**config.mk**
```make
export PLATFORM = sky130hd
export DESIGN_NAME = quad_delta_counter
export DESIGN_NICKNAME = d
export VERILOG_FILES = /design/src/rtl/quad_pkg.sv /design/src/rtl/quad_step_decoder.sv /design/src/rtl/quad_delta_counter.sv
export SDC_FILE = /design/constraint.sdc
export NUM_CORES = 1
export LEC_CHECK = 0
export ABC_AREA = 1
export CORE_ASPECT_RATIO = 1.2
export CORE_UTILIZATION = 25
export CTS_BUF_LIST = sky130_fd_sc_hd__clkbuf_4
export DETAILED_ROUTE_END_ITERATION = 8
export HOLD_SLACK_MARGIN = 0.12
export REMOVE_ABC_BUFFERS = 1
export SLEW_MARGIN = 20
export SYNTH_ARGS = -nofsm -noshare
export SYNTH_HDL_FRONTEND = slang
export SYNTH_SLANG_ARGS = --single-unit
```
**constraint.sdc**
```tcl
create_clock -name clk -period 2 [get_ports clk]
set_input_delay 0.6 -clock clk [delete_from_list [all_inputs] [get_ports clk]]
set_output_delay 0.6 -clock clk [all_outputs]
set_load 0.02 [all_outputs]
```
**src/rtl/quad_pkg.sv**
```systemverilog
// Shared types, limits and saturating step helper for the quadrature delta counter.
package quad_pkg;

    typedef logic signed [8:0] delta_t;

    localparam delta_t DELTA_MAX = 9'sd255;
    localparam delta_t DELTA_MIN = 9'sh100;

    typedef enum logic {StEmpty, StFull} out_state_e;

    // Apply at most one step, clamping at the 9-bit signed limits.
    function automatic delta_t sat_step(delta_t acc, logic up, logic dn);
        if (up && (acc != DELTA_MAX)) return acc + 9'sd1;
        if (dn && (acc != DELTA_MIN)) return acc - 9'sd1;
        return acc;
    endfunction

endpackage

```
**src/rtl/quad_step_decoder.sv**
```systemverilog
// Two-flop synchronizer plus Gray-code transition decode for a quadrature encoder.
// With QUAD_ERR_EN defined, also flags double-bit (illegal) transitions.
module quad_step_decoder (
    input  logic clk,
    input  logic rst_n,
    input  logic enc_a,
    input  logic enc_b,
    output logic step_up,
    output logic step_dn
`ifdef QUAD_ERR_EN
    ,
    output logic step_err
`endif
);

    logic [1:0] sync1_q;
    logic [1:0] sync2_q;
    logic [1:0] prev_q;

    always_ff @(posedge clk or negedge rst_n) begin
        if (!rst_n) begin
            sync1_q <= 2'b00;
            sync2_q <= 2'b00;
            prev_q  <= 2'b00;
        end else begin
            sync1_q <= {enc_a, enc_b};
            sync2_q <= sync1_q;
            prev_q  <= sync2_q;
        end
    end

    // Forward order is {a,b}: 00 -> 01 -> 11 -> 10 -> 00.
    always_comb begin
        step_up = 1'b0;
        step_dn = 1'b0;
        case ({prev_q, sync2_q})
            4'b00_01, 4'b01_11, 4'b11_10, 4'b10_00: step_up = 1'b1;
            4'b01_00, 4'b11_01, 4'b10_11, 4'b00_10: step_dn = 1'b1;
            default: ;
        endcase
    end

`ifdef QUAD_ERR_EN
    assign step_err = ((prev_q ^ sync2_q) == 2'b11);
`endif

endmodule

```
**src/rtl/quad_delta_counter.sv**
```systemverilog
// Per-window quadrature step counter with a one-entry valid/ready result buffer.
// Optional sticky enc_err output is enabled by defining QUAD_ERR_EN.
module quad_delta_counter
    import quad_pkg::*;
#(
    parameter int unsigned WINDOW_CYCLES = 50000
) (
    input  logic       clk,
    input  logic       rst_n,
    input  logic       enc_a,
    input  logic       enc_b,
    input  logic       en,
    output logic [8:0] delta,
    output logic       delta_valid,
    input  logic       delta_ready,
    output logic       overrun
`ifdef QUAD_ERR_EN
    ,
    output logic       enc_err
`endif
);

    localparam int unsigned CW = $clog2(WINDOW_CYCLES);
    localparam logic [CW-1:0] LastCycle = CW'(WINDOW_CYCLES - 1);

    logic          step_up;
    logic          step_dn;
    logic [CW-1:0] win_cnt_q;
    delta_t        acc_q;
    delta_t        acc_next;
    logic          close;
    logic          handshake;
    out_state_e    state_q;
    delta_t        delta_q;
    logic          overrun_q;

`ifdef QUAD_ERR_EN
    logic step_err;
    logic enc_err_q;
`endif

    quad_step_decoder u_decoder (
        .clk     (clk),
        .rst_n   (rst_n),
        .enc_a   (enc_a),
        .enc_b   (enc_b),
        .step_up (step_up),
        .step_dn (step_dn)
`ifdef QUAD_ERR_EN
        ,
        .step_err(step_err)
`endif
    );

    always_comb begin
        acc_next  = sat_step(acc_q, step_up, step_dn);
        close     = en && (win_cnt_q == LastCycle);
        handshake = (state_q == StFull) && delta_ready;
    end

    always_ff @(posedge clk or negedge rst_n) begin
        if (!rst_n) begin
            win_cnt_q <= '0;
            acc_q     <= '0;
        end else if (!en) begin
            win_cnt_q <= '0;
            acc_q     <= '0;
        end else if (close) begin
            win_cnt_q <= '0;
            acc_q     <= '0;
        end else begin
            win_cnt_q <= win_cnt_q + CW'(1);
            acc_q     <= acc_next;
        end
    end

    // Result buffer: a close always loads; overrun only when an unconsumed value is lost.
    always_ff @(posedge clk or negedge rst_n) begin
        if (!rst_n) begin
            state_q   <= StEmpty;
            delta_q   <= '0;
            overrun_q <= 1'b0;
        end else begin
            case (state_q)
                StEmpty: begin
                    if (close) begin
                        delta_q <= acc_next;
                        state_q <= StFull;
                    end
                end
                StFull: begin
                    if (close) begin
                        delta_q   <= acc_next;
                        overrun_q <= !handshake;
                    end else if (handshake) begin
                        state_q   <= StEmpty;
                        overrun_q <= 1'b0;
                    end
                end
                default: state_q <= StEmpty;
            endcase
        end
    end

    assign delta       = delta_q;
    assign delta_valid = (state_q == StFull);
    assign overrun     = overrun_q;

`ifdef QUAD_ERR_EN
    always_ff @(posedge clk or negedge rst_n) begin
        if (!rst_n) begin
            enc_err_q <= 1'b0;
        end else if (step_err) begin
            enc_err_q <= 1'b1;
        end
    end

    assign enc_err = enc_err_q;
`endif

endmodule

```
==> impl_metrics.py, run 1 <==
metrics = {
    "sta": {
        "clock.fmax_ghz": 0.514,
        "clock_skew_ns": 0.0137,
        "setup_violations": 0,
        "hold_viol": 0,
        "post-route-period-util_pct": 97.3,
        "slew_headroom_pct": 64.1,
        "period_minus_slack_ns": 1.95,
        "slew_violations": 0,
        "holdWs_ns": 0.289,
        "tightest_slew_ns": 0.539,
        "tns_ns": 0,
        "setup_ws_ns": 0.0537,
        "rsz0062_at_grt": "no",
    },
    "worst_setup_path": {
        "critPathCaptureType": "output pin",
        "cp_max_fo": 2,
        "cp_cell_sequence": "clkdlybuf4s50_1",
        "reg2reg_from": "acc_q[0]",
        "crit_family": "buffers and inverters",
        "crit_path_start": "overrun",
        "reg2reg_slack_ns": 0.17,
        "cp_slowest_cell": "clkdlybuf4s50_1",
        "start_kind": "flip-flop",
        "cp.depth": 1,
        "crit_type": "reg2out",
        "r2r-end": "delta[4]",
        "critPathCapture": "overrun",
        "crit_required_ns": 1.40,
        "cp.arrival_ns": 1.35,
        "critPathMaxStageDelay_ns": 0.62,
        "cp_num_buf_inv": 1,
        "ff2ff_path_depth": 11,
    },
    "detailed_routing": {
        "post_drt_via_cell_ratio": 4.48,
        "drc_errors": 0,
        "wl_per_cell_um": 11.6,
        "postRouteAntennaNets": 0,
        "vias": 2121,
        "drtIter0Drc": 104,
        "drt_first_pass_iters": 4,
        "wl_um": 5490,
    },
    "synth": {
        "netlist_instances": 320,
        "synth-warning-count": 0,
        "yosysSeqAreaShare_pct": 44.0,
        "syn_avg_cell_area_sq_um": 7.47,
        "netlist.area_leader.share_pct": 44.0,
        "synth_top_cell_by_area": "dfrtp_1",
        "synth_cell_types": 30,
        "synth_area_leaders": "dfrtp_1 44%, nand2_1 16%, nand3_1 6.7%",
        "netlist_area_sq_mm": 0.00239,
        "synth-seq-cells": 42,
    },
    "clock_tree": {
        "postCtsSetupRepairBufs": 0,
        "numCtsBuffers": 5,
        "cts_tree": "built",
        "cts_hold_buf": 0,
        "clk_latency_ns": 0.35,
        "path_clk_slew_ns": 0.13,
        "cts_max_path_buffers": 2,
        "htreeDepth": 2,
        "clkSinkCount": 42,
        "cts_root_buffer": "clkbuf_4",
        "cts_resized": 0,
    },
    "floorplan": {
        "rows": 38,
        "io_pins": 17,
        "initial_utilization_pct": 26.1,
        "dieWidth_um": 91.3,
        "core_area_sq_mm": 0.00918,
        "fp.dieH_um": 109,
        "dieArea_sq_mm": 0.00996,
    },
    "place": {
        "place_ws_ns": 0.103,
        "dp_hpwl_um": 4280,
        "place_congestion": 0.895,
        "place.port_buffers": 16,
    },
    "power_and_ir_drop": {
        "power_mw": 1.93,
        "clockPowerShare_pct": 29.2,
        "combPwrFrac_pct": 23.6,
        "power_frac_seq_pct": 47.2,
        "switching_share_pct": 30.8,
        "powerDensity_mw_per_mm2": 670,
        "internal_power_mw": 1.33,
        "irDropWorstVdd_v": 0.000436,
        "switching_power_mw": 0.592,
        "p_leak_nw": 1.58,
    },
    "global_routing": {
        "grt_pass1_wl_um": 9560,
        "antenna_found_initial": 0,
        "gr-total-overflow": 0,
        "grt_max_degree": 43,
        "grt_usage_pct": 11.9,
        "first_global_vias": 2163,
    },
    "outcome": {
        "status": "finished, final reports clean",
    },
    "layout": {
        "final_common_cell": "nand2_1",
        "layout.nets": 362,
        "drive_above_1_share_pct": 11.0,
        "diodes": 0,
        "syn_to_final_growth_pct": 20.2,
        "final_cell_mix": "103 x nand2_1, 42 x dfrtp_1, 40 x inv_1",
        "final.fill_count": 983,
    },
    "run": {
        "maxCapViolCount": 0,
    },
    "min_path": {
        "hold_class": "in2async",
    },
}
metrics by stage:
step,utilization [%],instance area [sq um],cells
global placement,30.1,2760,465
CTS,31.0,2840,473
detailed placement,30.1,2760,465
finish,31.3,2870,473
global route,31.3,2870,473
floorplan,-,2340,314
Yosys cell counts:
master	count
buf_6	3
nand3_1	32
a31oi_1	1
a21o_1	1
o21ai_0	4
o21ai_1	1
nor2_2	1
nor2_1	31
xor2_1	7
nand2_2	3
nand4_1	11
nor3_1	9
a21oi_1	7
o21bai_1	1
nand2_4	2
buf_2	2
buf_4	1
o21ai_2	1
nand3b_1	3
or2_2	2
nand2_1	103
nor2_4	2
nor2_8	1
xnor2_1	2
o21a_1	1
dfrtp_1	42
ha_1	4
inv_1	40
inv_2	1
or2_0	1
power by group through the flow:
stage	clock network, mW	registers (mW)	logic, mW
3_5_place_dp	0	0.926	0.451
3_3_place_gp	0	0.926	0.442
4_1_cts	0.580	0.910	0.453
6_report	0.562	0.909	0.455
2_1_floorplan	0	0.946	0.277
5_1_grt	0.611	0.915	0.517
layer usage:
metal	vias up	track usage [%]	routed length [um]
met1	994	13.1	2300
met5	-	0	0
met4	0	4.99	126
li1	1080	-	-
met2	37	22.9	2940
met3	10	1.53	123
logic make-up (layout without fill, tap and decap cells):
logic type / count (synthesis) / in the layout / share of synthesized area [%]
AO/OA/AOI/OAI: 17 / 17 / 4.08
adder cells (fa/ha/maj): 4 / 4 / 2.09
AND/OR/NAND/NOR: 201 / 201 / 38.0
XOR/XNOR: 9 / 9 / 3.30
flip-flops: 42 / 42 / 44.0
buffers and inverters: 47 / 80 / 8.58
layout make-up:
type	count	area, sq um	share of cell area [%]
inverters	41	154	5.35
repair buffers	31	292	10.1
clock buffers	6	45.0	1.57
flip-flops and latches	42	1050	36.6
clock inverters	2	37.5	1.31
multi-input cells	231	1140	39.8
well taps	120	150	5.22
worst min path at each step:
stage,startpoint,end,slack (ns),depth (start not counted)
2_1_floorplan,rst_n,acc_q[0],0.30,0
3_3_place_gp,u_decoder.sync1_q[1],u_decoder.sync2_q[1],0.34,0
3_5_place_dp,u_decoder.sync1_q[1],u_decoder.sync2_q[1],0.34,0
4_1_cts,rst_n,win_cnt_q[2],0.30,2
5_1_grt,rst_n,win_cnt_q[2],0.32,2
6_report,rst_n,delta[0],0.29,2
sequential cells by signal, indices dropped and copies added (netlist names):
signal / flops
u_decoder.sync1_q: 2
u_decoder.prev_q: 2
delta: 9
delta_valid: 1
win_cnt_q: 16
u_decoder.sync2_q: 2
overrun: 1
acc_q: 9
Note: power is estimated with default switching activity, not from simulation.
==> inputs of run 2 (changes only) <==
--- a/config.mk
+++ b/config.mk
@@ -7,6 +7,7 @@
 export LEC_CHECK = 0
 export ABC_AREA = 1
 export CORE_ASPECT_RATIO = 1.2
+export CORE_MARGIN = 2
 export CORE_UTILIZATION = 25
 export CTS_BUF_LIST = sky130_fd_sc_hd__clkbuf_4
 export DETAILED_ROUTE_END_ITERATION = 8
==> run 2 against run 1 <==
  * First-iteration DRC count is 25% higher
  * Clock power hardly changed
  * Register-to-register slack better by 0.02 ns
  * Critical endpoint is now delta[5]
==> impl_metrics.py, run 2 (synthesis gave the netlist of run 1 again) <==
metrics = {
    "global_routing": {
        "antenna_found_initial": 0,
        "grt_max_degree": 43,
        "grt_usage_pct": 11.6,
        "gr-total-overflow": 0,
        "grt_pass1_wl_um": 9650,
        "first_global_vias": 2166,
    },
    "place": {
        "place_congestion": 0.872,
        "dp.cells": 469,
        "dp_hpwl_um": 4250,
        "place.port_buffers": 16,
    },
    "layout": {
        "diodes": 0,
        "fin_util_pct": 30.8,
        "final_cell_mix": "103 x nand2_1, 42 x dfrtp_1, 39 x inv_1",
        "layout.nets": 363,
        "largest_register": "win_cnt_q",
        "layoutNonFillerInstCount": 477,
        "largest_reg_flops": 16,
        "final_common_cell": "nand2_1",
        "drive_above_1_share_pct": 11.6,
        "syn_to_final_growth_pct": 21.1,
    },
    "floorplan": {
        "fp.dieH_um": 111,
        "rows": 39,
        "io_pins": 17,
        "dieArea_sq_mm": 0.0104,
        "core_area_sq_mm": 0.00942,
        "dieWidth_um": 93.3,
        "initial_utilization_pct": 25.4,
    },
    "min_path": {
        "hold_class": "in2async",
    },
    "sta": {
        "period_minus_slack_ns": 1.93,
        "slew_violations": 0,
        "clock.fmax_ghz": 0.519,
        "tns_ns": 0,
        "setup_violations": 0,
        "hold_viol": 0,
        "post-route-period-util_pct": 96.3,
        "slew_headroom_pct": 80.0,
        "tightest_slew_ns": 0.299,
        "clock_skew_ns": 0.0123,
        "rsz0062_at_grt": "no",
    },
    "clock_tree": {
        "cts_tree": "built",
        "cts_root_buffer": "clkbuf_4",
        "postCtsSetupRepairBufs": 0,
        "clk_latency_ns": 0.35,
        "numCtsBuffers": 5,
        "clkSinkCount": 42,
        "htreeDepth": 2,
        "path_clk_slew_ns": 0.14,
        "cts_max_path_buffers": 2,
    },
    "worst_setup_path": {
        "critPathMaxStageDelay_ns": 0.61,
        "cp_slowest_cell": "clkdlybuf4s50_1",
        "r2r-end": "delta[2]",
        "crit_required_ns": 1.40,
        "critPathCaptureType": "output pin",
        "reg2reg_slack_ns": 0.19,
        "cp_cell_sequence": "clkdlybuf4s50_1",
        "crit_type": "reg2out",
        "reg2reg_from": "acc_q[0]",
        "ff2ff_path_depth": 11,
        "cp_max_fo": 2,
        "start_kind": "flip-flop",
        "crit_family": "buffers and inverters",
        "cp_num_buf_inv": 1,
        "cp.arrival_ns": 1.33,
    },
    "power_and_ir_drop": {
        "p_leak_nw": 1.55,
        "irDropWorstVdd_v": 0.000270,
        "powerDensity_mw_per_mm2": 664,
    },
    "detailed_routing": {
        "drt_first_pass_iters": 4,
        "wl_um": 5630,
        "drc_errors": 0,
        "vias": 2101,
        "wl_per_cell_um": 11.8,
        "postRouteAntennaNets": 0,
        "post_drt_via_cell_ratio": 4.40,
        "drtIter0Drc": 130,
    },
    "outcome": {
        "status": "finished, final reports clean",
    },
    "run": {
        "maxCapViolCount": 0,
    },
}
run 2: changes by cell type in the layout (fill, tap and decap cells not counted):
cell	change
clkinv_2	+1
inv_6	+1
clkdlybuf4s50_1	+2
dlymetal6s2s_1	-3
inv_2	+1
clkinvlp_4	-1
dlygate4sd2_1	+1
buf_12	+2
inv_1	-1
clkbuf_4	-1
buf_6	-1
run 2: per-layer routing:
metal	global-route usage [%]	share of wire [%]	vias up
li1	-	-	1078
met1	13.5	43	986
met2	20.7	52	29
met3	2.31	2.8	8
met4	4.22	1.7	0
met5	0	0	-
run 2: cell type report:
type,instances,area [sq um]
clock inverter,3,43.8
fill,985,6520
tap,123,154
timing repair buffer,32,312
clock buffer,5,37.5
multi-input combinational,231,1140
inverter,41,154
sequential,42,1050
run 2: power by group:
| group | internal (mW) | switching [mW] | leakage [nW] |
|---|---|---|---|
| sequential | 0.884 | 0.0275 | 0.561 |
| combinational | 0.178 | 0.272 | 0.946 |
| clock | 0.266 | 0.296 | 0.0456 |
| total | 1.33 | 0.595 | 1.55 |
run 2: how the worst max path moves through the flow:
| stage | from | end | slack (ns) | depth (start not counted) |
|---|---|---|---|---|
| after floorplan | acc_q[3] | delta[4] | 0.06 | 12 |
| after global placement | acc_q[0] | delta[4] | 0.09 | 11 |
| after detailed placement | acc_q[0] | delta[6] | 0.07 | 11 |
| after CTS | delta_valid | delta_valid | 0.01 | 1 |
| after global routing | delta[0] | delta[0] | 0.0008 | 1 |
| final | delta[5] | delta[5] | 0.07 | 1 |
run 2: what timing repair did:
action | CTS | global route
setup endpoints to repair | 1 | 23
hold buffers | 0 | 0
cloned | 0 | 0
gates resized for setup | 1 | 8
run 2: through the flow:
stage                     hold slack (ns)  worst slack [ns]  power [mW]  instance area (sq um)
after floorplan                     0.304            0.0583        1.22                   2340
after global placement              0.338            0.0857        1.37                   2790
after detailed placement            0.343            0.0666        1.38                   2790
after CTS                           0.193            0.0138        1.96                   2870
after global routing                0.196          0.000778        2.06                   2900
final                               0.208            0.0739        1.92                   2900
==> patch (settings of run 2) <==
Build with the macro `QUAD_ERR_EN` defined.
--- a/src/rtl/quad_step_decoder.sv
+++ b/src/rtl/quad_step_decoder.sv
@@ -1,4 +1,6 @@
 // Two-flop synchronizer plus Gray-code transition decode for a quadrature encoder.
 // With QUAD_ERR_EN defined, also flags double-bit (illegal) transitions.
+`define QUAD_ERR_EN
+
 module quad_step_decoder (
     input  logic clk,
Check against the original RTL (old outputs only; new: enc_err): equivalent (equiv_simple and equiv_induct, registers matched by name and starting in step).
==> patch against run 2 <==
  * Cell area is 2.9% higher
  * Combinational power is 7.3% lower
  * Critical path depth stayed put
  * Maximum frequency is 0.65% lower
  * Worst setup slack worse by 0.013 ns
  * Largest cell class unchanged
  * Cell count stayed put
  * Routed wire length is 9.0% lower
  * Sequential cell count is 1 higher
  * Synthesized area is 0.10% lower
  * Highest routed layer unchanged
  * Power is 1.5% lower
==> patch: results (changes against run 2) <==
----------------------------------------------------
[Clock tree]
  CTS H-tree lvls ... 2 (unchanged)
  Clock Latency Late Sink ... 0.35 ns (about the same)
  Total clock buffers created by CTS ... 5 (unchanged)
  CTS Root Buffer Type ... clkbuf_4
  Maximum buffer depth of the clock tree ... 2 (unchanged)
  Post-cts repair resize count ... 0 (-1)
  Post-CTS Repair Setup Buffers ... 0 (unchanged)

[Setup path]
  Setup slack on the worst flop-to-flop path ... 0.07 ns (-0.12 ns)
  End point of the critical path ... delta[6]
  CP delay by family, top ... buffers and inverters
  Length in cells of the worst reg-to-reg path ... 15 (+4)
  Largest fanout on the critical path ... 2 (unchanged)
  Worst flop-to-flop path endpoint ... delta[4]$_DFFE_PN0P_
  Worst Setup SP ... delta[6]$_DFFE_PN0P_
  Startpoint of the worst register-to-register path ... acc_q[0]$_DFF_PN0_

[Pwr]
  Ratio of total power to cell area ... 636 nW/um2 (-4.3%)
  Switch Pwr ... 0.554 mW (-6.9%)
  Peak supply drop ... 0.000230 V (-15%)
  Static Leakage ... 1.51 nW (-2.8%)

[Final layout]
  NumNets Final ... 364 (+0.28%)
  Filler instances ... 1014 (+2.9%)
  Clock buffer and inverter area fraction after layout ... 2.52% (-0.29 points)
  # diodes ... 0 (unchanged)
  Layout buffer count excluding clock buffers ... 40 (+25%)
  Count of flip-flops and latches ... 43 (+2.4%)
  Seq. cell area ... 1080 um2 (+2.4%)
  Clkbuf count ... 6 (+1)
  Signal inverters ... 34 (-17%)
  Multi-input gate share of total cell area ... 39.7% (+0.17 points)
  Non-clk buf share ... 12.1% (+1.3 points)
  Number of combinational gates with multiple inputs ... 230 (-0.43%)
  Share of layout cells above drive strength 1 ... 17.5% (+5.9 points)
  Biggest register ... win_cnt_q

[Global route]
  Wire length of the first global-routing pass ... 8760 um (-9.2%)
  Vias in the first global route ... 1995 (-7.9%)
  Total routing resource utilization after global routing ... 10.5% (-1.1 points)
  Maximum number of pins on one net before global-route repair ... 44 (+2.3%)

[Logic synthesis]
  Register area share after synthesis ... 45.0% (+1.1 points)
  Synth Flop Type ... dfrtp_1
  Top post-synthesis cells by count ... nand2_1, dfrtp_1, nor2_1
  Yosys cell types ... 36 (+20%)
  Yosys Warn Count ... 0 (unchanged)
  Cell types occupying the most area after synthesis ... dfrtp_1, nand2_1, nand3_1, nor2_1, inv_1

[Placement]
  Gp weighted congestion ... 0.804 (-7.8%)
  Dpl hpwl ... 3890 um (-8.6%)
  Cell area after placement ... 2830 um2 (+1.2%)
  Count of input and output buffers ... 17 (+1)

[Min path]
  Worst Hold Class ... in2async

[STA]
  Worst clock skew ... 0.0160 ns (+0.00364 ns)
  Worst rel slew slack ... 80.8% (+0.76 points)

[Routing]
  Average wire per cell in the routed design ... 10.7 um (-9.0%)
  Count of routing violations after the opening detailed-route iteration ... 93 (-28%)
  Vias ... 2065 (-1.7%)

[Run status]
  Run status ... finished, final reports clean

----------------------------------------------------
-- patch: stage by stage --
stage	power, mW	util, %	worst slack (ns)	instances	hold slack [ns]
after floorplan	1.22	-	0.204	307	0.304
after global placement	1.35	30.0	0.0455	465	0.337
after detailed placement	1.35	30.0	0.0233	465	0.337
after CTS	1.91	30.8	0.0105	472	0.199
after global routing	2.02	31.7	-0.0915	477	0.204
final	1.90	31.7	0.0613	477	0.207
-- patch: power groups by stage --
stage	Combinational [mW]	Clock, mW	Sequential, mW
2_1_floorplan	0.269	0	0.955
3_3_place_gp	0.399	0	0.950
3_5_place_dp	0.405	0	0.950
4_1_cts	0.406	0.571	0.934
5_1_grt	0.479	0.604	0.941
6_report	0.417	0.543	0.935
-- patch: how the worst min path moves through the flow --
stage | startpoint | end
after floorplan | rst_n | acc_q[0]$_DFF_PN0_
after global placement | u_decoder.sync1_q[1]$_DFF_PN0_ | u_decoder.sync2_q[1]$_DFF_PN0_
after detailed placement | u_decoder.sync1_q[0]$_DFF_PN0_ | u_decoder.sync2_q[0]$_DFF_PN0_
after CTS | rst_n | u_decoder.prev_q[1]$_DFF_PN0_
after global routing | rst_n | u_decoder.sync2_q[1]$_DFF_PN0_
final | rst_n | u_decoder.sync2_q[0]$_DFF_PN0_
-- patch: metal layers --
metal  vias up  global-route usage (%)  routed length, um
met2        26                    18.9               2680
met4         0                    3.53                 79
met5         -                       0                  0
met3         8                    1.84                118
li1       1075                       -                  -
met1       956                    12.3               2240
-- patch: cells by family after synthesis --
| group | Yosys count | share of synthesized area, % |
|---|---|---|
| AOI/OAI and AO/OA | 19 | 4.24 |
| xor gates and xnor gates | 9 | 3.61 |
| adders and majority gates | 4 | 2.10 |
| buffers and inverters | 38 | 6.76 |
| DFF | 43 | 45.0 |
| and+or+nand+nor | 198 | 38.2 |
